--- src/rtl/channel_rr_arbiter_32.sv ---
// channel_rr_arbiter_32: 32-requester round-robin channel arbiter with hold-until-Done ownership
// Ports: clk, rst (sync, active-high); Req[31:0] requests; Done releases the owner;
//        Enable gates new grants; Grant[31:0] one-hot, Grant_ID[4:0], Grant_Valid, Timeout pulse.
// Optional: define ARB_TIMEOUT_EN to force release after TIMEOUT_CYCLES busy cycles without Done.
module channel_rr_arbiter_32 #(
    parameter int TIMEOUT_CYCLES = 256
) (
    input  logic        clk,
    input  logic        rst,
    input  logic [31:0] Req,
    input  logic        Done,
    input  logic        Enable,
    output logic [31:0] Grant,
    output logic [4:0]  Grant_ID,
    output logic        Grant_Valid,
    output logic        Timeout
);
    typedef enum logic {IDLE, BUSY} state_t;
    state_t state, state_nx;
    logic [4:0] last, win;
    logic [31:0] cand, masked;
    logic release_now, forced, grant_new;

    function automatic logic [4:0] hi_idx(input logic [31:0] v);
        logic [4:0] idx;
        idx = '0;
        for (int i = 0; i < 32; i++)
            if (v[i]) idx = 5'(i);
        return idx;
    endfunction

    // The current owner never competes on its own release, so it only wins again after an idle cycle.
    always_comb begin
        release_now = (state == BUSY) && (Done || forced);
        cand = (state == BUSY) ? Req & ~Grant : Req;
        masked = cand & ((32'd1 << last) - 32'd1);
        win = (|masked) ? hi_idx(masked) : hi_idx(cand);
        grant_new = Enable && (|cand) && (state == IDLE || release_now);
        state_nx = grant_new ? BUSY : (state == BUSY && !release_now) ? BUSY : IDLE;
    end

    always_ff @(posedge clk) begin
        if (rst) begin
            state <= IDLE;
            Grant <= '0;
            Grant_ID <= '0;
            last <= '0;
        end else begin
            state <= state_nx;
            if (grant_new) begin
                Grant <= 32'd1 << win;
                Grant_ID <= win;
                last <= win;
            end else if (state_nx == IDLE) begin
                Grant <= '0;
                Grant_ID <= '0;
            end
        end
    end

    assign Grant_Valid = (state == BUSY);

`ifdef ARB_TIMEOUT_EN
    logic [15:0] cnt;
    assign forced = (state == BUSY) && !Done && cnt == 16'(TIMEOUT_CYCLES - 1);
    always_ff @(posedge clk) begin
        if (rst) begin
            cnt <= '0;
            Timeout <= 1'b0;
        end else begin
            cnt <= grant_new ? 16'd0 : (state == BUSY && !Done) ? cnt + 16'd1 : cnt;
            Timeout <= forced;
        end
    end
`else
    assign forced = 1'b0;
    assign Timeout = 1'b0;
`endif
endmodule

--- config.mk ---
export PLATFORM = sky130hd
export DESIGN_NAME = channel_rr_arbiter_32
export DESIGN_NICKNAME = d
export VERILOG_FILES = /design/src/rtl/channel_rr_arbiter_32.sv
export SDC_FILE = /design/constraint.sdc
export NUM_CORES = 1
export LEC_CHECK = 0
export CORE_MARGIN = 3
export CORE_UTILIZATION = 35
export CTS_BUF_LIST = sky130_fd_sc_hd__clkbuf_4 sky130_fd_sc_hd__clkbuf_8
export DETAILED_ROUTE_END_ITERATION = 16
export GPL_TIMING_DRIVEN = 0
export HOLD_SLACK_MARGIN = 0.15
export PLACE_DENSITY = 0.7
export SKIP_CTS_REPAIR_TIMING = 1
export SLEW_MARGIN = 20
export SYNTH_ARGS = -nofsm -noshare
export SYNTH_HDL_FRONTEND = slang
export SYNTH_SLANG_ARGS = --single-unit
--- constraint.sdc ---
create_clock -name clk -period 4.4 [get_ports clk]
set_input_delay 1.32 -clock clk [delete_from_list [all_inputs] [get_ports clk]]
set_output_delay 1.32 -clock clk [all_outputs]
set_load 0.01 [all_outputs]
== Word level (Yosys, flattened, before mapping) ==
Index checks and enable logic that the tools add are counted.

* Register bits after elaboration: 43
* Bits of input ports: 36
* Output and inout port bits: 39
* Word-level logic and storage cells: 90

* $add $sub $neg: 1
* Equality and inequality tests: 1
* Shift operators: 2
* Mux-type cells: 70
* Bitwise gates (word level): 4
* Reductions and logical operators: 8

{| class="wikitable"
|+ Operators by type and width
! operator !! count
|-
| 5-bit 2-to-1 mux || 58
|-
| 32-bit 2-to-1 mux || 3
|-
| 32-bit AND || 2
|-
| 32-bit OR reduction || 2
|-
| 1-bit by 5-bit << shifter with 32-bit output (first input constant) || 2
|-
| 32-bit inverter || 1
|-
| 32-bit by 1-bit subtractor with 32-bit output (second input constant) || 1
|-
| 3-bit 2-to-1 mux || 3
|-
| 1-bit logical AND || 4
|-
| 1-bit 2-to-1 mux || 4
|-
| 2-bit 2-to-1 mux || 2
|-
| 2-bit by 1-bit inequality test with 1-bit output (second input constant) || 1
|-
| 1-bit zero test || 1
|-
| 1-bit logical OR || 1
|-
| 1-bit inverter || 1
|}

== Longest topological paths before layout ==
Gate-level depths: netlist of run 1.

* Word-level depth: 38
* Gate-level depth with buffers: 16
* Mapped depth without buffers: 12

== Worst setup path after synthesis of run 1 ==
OpenSTA, ideal clock, no wires.

* Path type: input port to flip-flop
* Start: input port Req[13]
* End: register Grant[2]
* Setup time: 0.084 ns
* Arrival time: 3.382 ns
* Data required time: 4.316 ns
* Setup slack: 0.934 ns
* Stages: 10
* Buffers on the path: 1
* Path through: a21boi_0 > nand2b_1 > nor4b_1 > nand4_1 > and3_1 > clkbuf_1 > inv_1 > or4_4 > or2_1 > o31ai_2

* Word-level cells in the longest chain between the ends: 25
* Elaborated cells on any way between the ends: 50
* Those cells by class: 1 x eq/ne; 1 x shift; 42 x mux; 2 x bitwise; 4 x reduce/logical

{| class="wikitable"
|+ Ends and longest elaborated chain
! what !! RTL line !! source
|-
| start, declared || 10 || <nowiki>input logic [31:0] Req,</nowiki>
|-
| 32-bit AND || 35 || <nowiki>cand = (state == BUSY) ? Req & ~Grant : Req;</nowiki>
|-
| 32-bit 2-to-1 mux * || 35 ||
|-
| 32-bit AND || 36 || <nowiki>masked = cand & ((32'd1 << last) - 32'd1);</nowiki>
|-
| 5-bit 2-to-1 mux (19 in a row) || 28 || <nowiki>if (v[i]) idx = 5'(i);</nowiki>
|-
| 5-bit 2-to-1 mux || 37 || <nowiki>win = (|masked) ? hi_idx(masked) : hi_idx(cand);</nowiki>
|-
| 1-bit by 5-bit << shifter with 32-bit output || 51 || <nowiki>Grant <= 32'd1 << win;</nowiki>
|-
| 32-bit 2-to-1 mux || 50 || <nowiki>if (grant_new) begin</nowiki>
|-
| end signal, assigned || 51 ||
|-
| end, declared || 13 || <nowiki>output logic [31:0] Grant,</nowiki>
|}

Every way passes the cells marked *; elsewhere a longest branch is shown, timed or not.
A chain may end at the register's enable or synchronous reset.

== Worst setup path after layout of run 1 ==
* Start: input port Req[29]
* End: register Grant[2]

* Word-level cells in the longest chain between the ends: 9
* Elaborated cells on any way between the ends: 18
* Those cells by class: 1 x eq/ne; 1 x shift; 10 x mux; 2 x bitwise; 4 x reduce/logical

{| class="wikitable"
|+ Ends and longest elaborated chain
! what !! RTL line
|-
| 32-bit AND || 35
|-
| 32-bit 2-to-1 mux * || 35
|-
| 32-bit AND || 36
|-
| 5-bit 2-to-1 mux (3 in a row) || 28
|-
| 5-bit 2-to-1 mux || 37
|-
| 1-bit by 5-bit << shifter with 32-bit output || 51
|-
| 32-bit 2-to-1 mux || 50
|}

Marked as above.

==> results of run 1 <==
==> layout make-up <==
cell class                      count  area share
Sequential cell                    43      0.1781
Buffer                             31     0.03806
Timing Repair Buffer               73      0.1512
Clock inverter                      2    0.003366
Inverter                           21     0.01631
Clock buffer                        6     0.01709
Multi-Input combinational cell    414      0.5606
Tap cell                          136     0.03521
==> final timing paths <==
check / startpoint / endpoint / slack, ns
max: Req[29] / Grant[2] / 0.22
min: Grant_ID[4] / Grant_ID[4] / 0.46
max reg2reg: last[3] / Grant[27] / 0.23
min reg2reg: Grant_ID[4] / Grant_ID[4] / 0.46
==> worst reg2reg max path, cell delays in order (launching register included) <==
cell,delay (ns)
dfxtp_1,0.35
buf_2,0.19
nor3_2,0.29
nand2b_1,0.18
ha_1,0.33
buf_2,0.22
nor4_1,0.32
a31o_2,0.22
a21oi_1,0.07
o211a_1,0.24
o21ai_0,0.33
a21oi_1,0.18
a31oi_2,0.47
buf_2,0.32
nor2_1,0.09
a32o_1,0.25
==> synthesized netlist by cell type, types with 7 or more instances <==
cell type,n,share of area
nand2_1,60,0.059
dfxtp_1,43,0.23
nor2_1,43,0.042
a21oi_1,29,0.038
o21ai_0,25,0.033
nand2b_1,24,0.039
inv_1,21,0.021
a21boi_0,18,0.035
a32o_1,17,0.045
o221ai_1,15,0.034
buf_2,12,0.016
nand3_1,11,0.014
nor2b_1,10,0.016
nor3_1,10,0.013
o211ai_1,9,0.018
o31ai_2,9,0.029
clkbuf_1,8,0.0079
o211a_1,7,0.018
o21ai_1,7,0.0092
==> registers in the layout, indices dropped and copies added (netlist names) <==
name / flops
Grant_Valid: 1
Grant_ID: 5
Grant: 32
last: 5
==> stage by stage <==
| step | power (mW) | TNS, ns | instance area [µm²] | hold WS, ns | setup slack (ns) |
|---|---|---|---|---|---|
| finish | 3.634 | 0 | 4832 | 0.4642 | 0.2187 |
| global route | 3.836 | 0 | 4832 | 0.4882 | 0.009081 |
| CTS | 3.577 | 0 | 4817 | 0.4648 | 0.06019 |
| detailed placement | 3.284 | -3.046 | 4718 | 0.4497 | -0.2466 |
| global placement | 3.289 | -3.065 | 4718 | 0.4451 | -0.1770 |
| floorplan | 2.422 | 0 | 3817 | 0.4762 | 0.9338 |
==> cells by family (layout without fill, tap and decap cells) <==
kind of cell,count (synthesis),count (layout)
and+or+nand+nor,211,211
AOI/OAI and AO/OA,200,200
buffers and inverters,52,133
DFF,43,43
adders and majority gates,1,1
other,1,1
muxes,1,1
==> metal layers <==
layer	routed length (µm)	vias up
li1	-	2091
met2	7128	235
met4	284	0
met5	0	-
met3	1051	30
met1	6466	2118
==> where the power goes <==
group	internal (mW)	switching [mW]	total [mW]
combinational	1.00	1.80	2.80
clock	0.129	0.159	0.288
sequential	0.466	0.0757	0.542
==> cells in the final DEF (no fill, tap or decap), types with 5 or more instances in the layout <==
master           Yosys  final
clkbuf_1             8      8
nor3_1              10      9
o21ai_1              7      8
nor2_1              43     43
o21ai_0             25     24
a32o_1              17     17
and2_1               5      5
buf_2               12     12
or2_1                5      5
inv_1               21     21
a21boi_1             3      5
a21oi_1             29     29
o221ai_1            15     15
a21boi_0            18     15
o211a_1              7      7
o31ai_2              9      9
o211ai_1             9      9
or3_1                5      5
dfxtp_1             43     43
nor4_1               6      5
clkbuf_8             0      6
buf_4                6      6
nand2_1             60     60
a21bo_2              5      5
clkdlybuf4s50_1      0     73
nand3_1             11     11
or2_2                5      5
nor2b_1             10     10
nand2b_1            24     24
==> reports/qor.yml, run 1 <==
layout:
  fillers: 1094
  utilization: 0.4619
  drive_above_1_share: 0.1153
  layout.area.seq_um2: 860.8
  multi_input_area_um2: 2709
  syn2layout_area_growth_pct: 26.58
  antenna_cells: 0
  stdcell_count: 726
  nNetsFinal: 626
power:
  irDropWorstVdd_uv: 490.8
  leakagePower_nw: 1.754
  cellPowerDensity_nw_per_um2: 752.1
logic_synthesis:
  syn_area_um2: 3817
  ys.flop_type: "dfxtp_1"
  yosys_register_bits: 43
  seq_area_frac_synth: 0.2255
  synth_edf_count: 0
  yosys.area_share.simple: 0.2878
  synthXorXnorAreaFrac: 0
  ys_types: 81
  synth-adder-area-share: 0.003278
  synth.avg_cell_area_um2: 7.500
  synth_mux_area_frac: 0.002622
  synthCells: 509
  synth_top_family_by_area: "compound AO/OA/AOI/OAI gates"
  async_reset_ff_frac: 0
  synth_compound_area_frac: 0.4110
  yosys_warnings: 0
  syn_nets: 546
worst_setup_path:
  cp-end-kind: "flop"
  path_cells: "clkdlybuf4s50_1 -> nand2b_1 -> o221ai_1 -> nor4_2 -> a21boi_1 -> o31ai_1 -> a31o_1 -> or4_4 -> or2_1 -> o31ai_2"
  worst_path_largest_cell_delay_ns: 0.55
  arrival_ns: 4.41
  cpLargestDelayFamily: "simple AND/OR/NAND/NOR gates"
  path_depth: 10
  cp_data_required_time_ns: 4.63
  startpoint_type: "input port"
  crit_slowest_cell: "or4_4"
  path_buf_inv: 1
  r2r_cells: 15
  worstSetupPathType: "in -> reg"
  path_max_fanout: 5
global_route:
  grt_first_pass_wirelength_mm: 23.20
  grt_busiest_layer: "met2"
  grt_max_degree: 15
  grt_pass1_vias: 4320
  use_met3: 0.03178
  grt_util_met2: 0.3928
  use_met1: 0.3109
  track_usage: 0.2313
  grt_overflow_total: 0
  antenna_found_initial: 0
placed_design:
  dpl.cell_count: 718
  dpl.hpwl_mm: 11.84
  io_buffers: 73
  gp_congestion: 0.9914
timing:
  finalSetupViolations: 0
  hold_violations: 0
  worst_pin_slew_ns: 0.7690
  fmax_ghz: 0.2392
  fin_crit_ns: 4.181
  max_slew_margin: 0.4827
  finalCritPeriodShare: 0.9503
  clock_skew_ns: 0.01756
  drv_slew: 0
  rsz0062_at_grt: "false"
routing:
  vias: 4474
  wirelength_mm: 14.93
  dr.pass1.iters: 5
  post-route-drc-count: 0
  first_iter_violations: 542
  wl_per_cell_um: 20.56
  avgViaCountPerCell: 6.163
  postRouteAntennaNets: 0
floorplan:
  die_area_um2: 12200
  start_util: 0.3649
  dieWidth_um: 110.4
  coreArea_um2: 10460
  io_pins: 75
  fp-row-count: 37
  die_h_um: 110.4
cts:
  clkTransAtPathRegs_ns: 0.10
  clock_latency_ns: 0.31
  numCtsBuffers: 5
  cts.sinks: 43
  h-tree-depth: 2
  cts_buffer_depth: 2
  tritoncts: "yes"
  root_buffer: "clkbuf_8"
min_path:
  hold_path.class: "reg -> reg"
  holdPathStages: 2
run_status:
  status: "finished clean"
job:
  maxCapViolCount: 0
Note: power is estimated with default switching activity, not from simulation.
==> run 2, diff against run 1 <==
- CTS_CLUSTER_SIZE: unset -> 24
- GPL_ROUTABILITY_DRIVEN: unset -> 0
- GPL_TIMING_DRIVEN: 0 -> unset
==> reports/qor.yml, run 2 (synthesis results as in run 1) <==
run_status:
  status: "finished clean"
layout:
  utilization: 0.4645
  final_area_um2: 4860
  regMostFlops: "Grant"
  antenna_cells: 0
  reg_top3: "Grant: 32 flops, Grant_ID: 5 flops, last: 5 flops"
  syn2layout_area_growth_pct: 27.30
  nNetsFinal: 618
  layout_common_cells: "73 x clkdlybuf4s50_1, 60 x nand2_1, 42 x dfxtp_1, 42 x nor2_1, 29 x a21oi_1"
  layout_commonest_cell: "clkdlybuf4s50_1"
  largest_reg_flops: 32
  drive_above_1_share: 0.1168
floorplan:
  coreArea_um2: 10460
  die_area_um2: 12200
  fp-row-count: 37
  dieWidth_um: 110.4
  start_util: 0.3649
  io_pins: 75
  die_h_um: 110.4
global_route:
  track_usage: 0.2107
  grt_first_pass_wirelength_mm: 21.76
  grt_overflow_total: 0
  grt_pass1_vias: 4302
  antenna_found_initial: 0
  grt_max_degree: 32
timing:
  finalSetupTns_ns: 0
  clock_skew_ns: 0.01048
  rsz0062_at_grt: "false"
  finalSetupViolations: 0
  finalCritPeriodShare: 0.9095
  max_slew_margin: 0.3317
  fmax_ghz: 0.2499
  fin_ws_ns: 0.3980
  fin_crit_ns: 4.002
  hold_violations: 0
  drv_slew: 0
  worst_pin_slew_ns: 1.001
power:
  cellPowerDensity_nw_per_um2: 752.5
  power_mw: 3.657
  leakagePower_nw: 1.769
  irDropWorstVdd_uv: 639.9
cts:
  cts_buffer_depth: 2
  clock_latency_ns: 0.29
  tritoncts: "yes"
  clkTransAtPathRegs_ns: 0.08
  numCtsBuffers: 5
  root_buffer: "clkbuf_8"
  h-tree-depth: 2
  cts.sinks: 43
worst_setup_path:
  r2r_cells: 13
  worstSetupPathType: "in -> reg"
  cp-end-kind: "flop"
  startpoint_type: "input port"
  arrival_ns: 4.21
  path_max_fanout: 6
  cp_data_required_time_ns: 4.61
routing:
  post-route-drc-count: 0
  postRouteAntennaNets: 0
  first_iter_violations: 409
  wl_per_cell_um: 18.71
  wirelength_mm: 13.44
  vias: 4468
  dr.pass1.iters: 7
  avgViaCountPerCell: 6.223
job:
  maxCapViolCount: 0
placed_design:
  dpl-instance-area_um2: 4723
  io_buffers: 73
  pre_cts_slack_ns: 0.1774
  dpl.hpwl_mm: 10.59
min_path:
  holdPathStages: 2
  hold_path.class: "reg -> reg"
-- run 2: routing by layer --
metal  up-vias  part of all wire  global-route usage
met2       248              0.48              0.3617
met1      2119              0.42              0.2729
li1       2073                 -                   -
met4         0             0.024             0.06979
met3        28             0.072             0.02575
met5         -                 0                   0
-- run 2: through the flow --
step / instances / hold WS [ns]
after floorplan: 509 / 0.4762
after global placement: 710 / 0.4508
after detailed placement: 710 / 0.4535
after CTS: 718 / 0.4650
after global routing: 718 / 0.4962
final: 718 / 0.4640
-- run 2: layout make-up --
| type | count | area (µm²) |
|---|---|---|
| Timing Repair Buffer | 96 | 915.9 |
| Inverter | 21 | 78.83 |
| Sequential cell | 43 | 862.1 |
| Fill cell | 1056 | 5603 |
| Clock inverter | 2 | 60.06 |
| Clock buffer | 6 | 76.32 |
| Multi-Input combinational cell | 414 | 2696 |
| Tap cell | 136 | 170.2 |
-- run 2: worst max-delay path, stage by stage --
cell	delay [ns]
clkdlybuf4s50_1	0.46
a21boi_0	0.64
nor2_1	0.06
nor4b_1	0.20
a21boi_1	0.19
o31ai_1	0.09
a31o_1	0.27
or4_4	0.52
or2_1	0.26
o31ai_2	0.19
-- run 2: worst paths after layout --
| check | start | endpoint | slack [ns] |
|---|---|---|---|
| worst min-delay path | Grant_ID[1] | Grant_ID[1] | 0.46 |
| worst max-delay path | Req[18] | Grant[2] | 0.40 |
| worst max register to register | last[2] | Grant[14] | 0.45 |
| worst min register to register | Grant_ID[1] | Grant_ID[1] | 0.46 |
-- run 2: report_power, final --
part	switching, mW	total, mW	leakage, nW	internal (mW)
Sequential	0.0723	0.539	0.349	0.467
Combinational	1.70	2.75	1.35	1.05
Clock	0.133	0.366	0.0688	0.233
==> run 3, diff against run 2 <==
- CORE_UTILIZATION: 35 -> 40
- PLACE_DENSITY: 0.7 -> 0.76
==> reports/qor.yml, run 3 (synthesis results as in run 1) <==
timing:
  clock_skew_ns: 0.007475
  worst_pin_slew_ns: 0.8099
  finalSetupTns_ns: 0
  fmax_ghz: 0.2469
  max_slew_margin: 0.4552
  finalSetupViolations: 0
  fin_crit_ns: 4.050
  rsz0062_at_grt: "false"
  drv_slew: 0
  hold_violations: 0
  fin_ws_ns: 0.3496
  finalCritPeriodShare: 0.9205
  holdWs_ns: 0.4560
layout:
  nNetsFinal: 614
  stdcell_count: 707
  reg_top3: "Grant: 32 flops, Grant_ID: 5 flops, last: 5 flops"
  layout_commonest_cell: "clkdlybuf4s50_1"
  layout_common_cells: "73 x clkdlybuf4s50_1, 60 x nand2_1, 42 x dfxtp_1, 42 x nor2_1, 29 x a21oi_1"
  regMostFlops: "Grant"
  final_area_um2: 4797
  syn2layout_area_growth_pct: 25.66
  largest_reg_flops: 32
  drive_above_1_share: 0.1125
  utilization: 0.5192
  antenna_cells: 0
worst_setup_path:
  startpoint_type: "input port"
  cpLargestDelayFamily: "compound AO/OA/AOI/OAI gates"
  path_depth: 10
  r2r_cells: 12
  cp_data_required_time_ns: 4.62
  worst_path_largest_cell_delay_ns: 0.65
  path_buf_inv: 1
  worstSetupPathType: "in -> reg"
  arrival_ns: 4.27
  cp-end-kind: "flop"
  path_cells: "clkdlybuf4s50_1 -> a21boi_0 -> nor2_1 -> nor4b_1 -> a21boi_1 -> o31ai_1 -> a31o_1 -> or4_4 -> or2_1 -> o31ai_2"
  crit_slowest_cell: "a21boi_0"
  path_max_fanout: 6
routing:
  postRouteAntennaNets: 0
  first_iter_violations: 349
  avgViaCountPerCell: 6.264
  wirelength_mm: 12.85
  post-route-drc-count: 0
  dr.pass1.iters: 5
  wl_per_cell_um: 18.17
  vias: 4429
floorplan:
  die_area_um2: 10750
  dieWidth_um: 103.7
  io_pins: 75
  start_util: 0.4131
  die_h_um: 103.7
  coreArea_um2: 9240
  fp-row-count: 35
job:
  maxCapViolCount: 0
global_route:
  grt_pass1_vias: 4163
  grt_max_degree: 44
  grt_overflow_total: 0
  grt_first_pass_wirelength_mm: 20.91
  track_usage: 0.2314
  antenna_found_initial: 0
cts:
  numCtsBuffers: 5
  clock_latency_ns: 0.30
  clkTransAtPathRegs_ns: 0.09
  h-tree-depth: 2
  root_buffer: "clkbuf_8"
  cts.sinks: 43
  tritoncts: "yes"
  cts_buffer_depth: 2
run_status:
  status: "finished clean"
power:
  power_mw: 3.565
  leakagePower_nw: 1.735
  cellPowerDensity_nw_per_um2: 743.1
  irDropWorstVdd_uv: 501.7
min_path:
  hold_path.class: "reg -> reg"
  holdPathStages: 2
placed_design:
  pre_cts_slack_ns: 0.1358
  dpl.cell_count: 699
  dpl-instance-area_um2: 4697
  io_buffers: 73
  dpl.hpwl_mm: 9.923
run 3: cell types whose count changed in the layout (fill, tap and decap cells not counted), sizes merged:
cell    before  now
bufinv       2    0
clkbuf       6    5
clkinv       0    1
buf         23   19
inv         21   23
run 3: tightest hold or removal path, cell delays in order (launching register included):
cell     delay, ns
dfxtp_1       0.32
nand2_1       0.05
a21oi_1       0.05
run 3: power by group:
group	switching, mW	internal (mW)	leakage, nW
sequential	0.0666	0.466	0.349
clock	0.151	0.117	0.0491
combinational	1.70	1.06	1.34
run 3: metal layers:
layer,GRT usage,vias to the layer above,wire length [µm]
met5,0,-,0
met4,0.08547,0,459
met3,0.03053,43,1056
met2,0.3678,262,5819
met1,0.3203,2055,5512
li1,-,2069,-
run 3: cell type report:
class	count	area, µm²
flip-flops and latches	43	862.1
repair buffers	92	898.4
clock buffers	5	68.82
clock inverters	3	26.28
inverters	21	78.83
multi-input cells	414	2701
well taps	129	161.4
fillers	858	4443
run 3: path summary, 6_finish.rpt:
path                      end        start  slack, ns
hold / removal    Grant_ID[4]  Grant_ID[4]       0.46
setup reg to reg    Grant[12]      last[4]       0.46
setup / recovery     Grant[2]      Req[16]       0.35
hold reg to reg   Grant_ID[4]  Grant_ID[4]       0.46
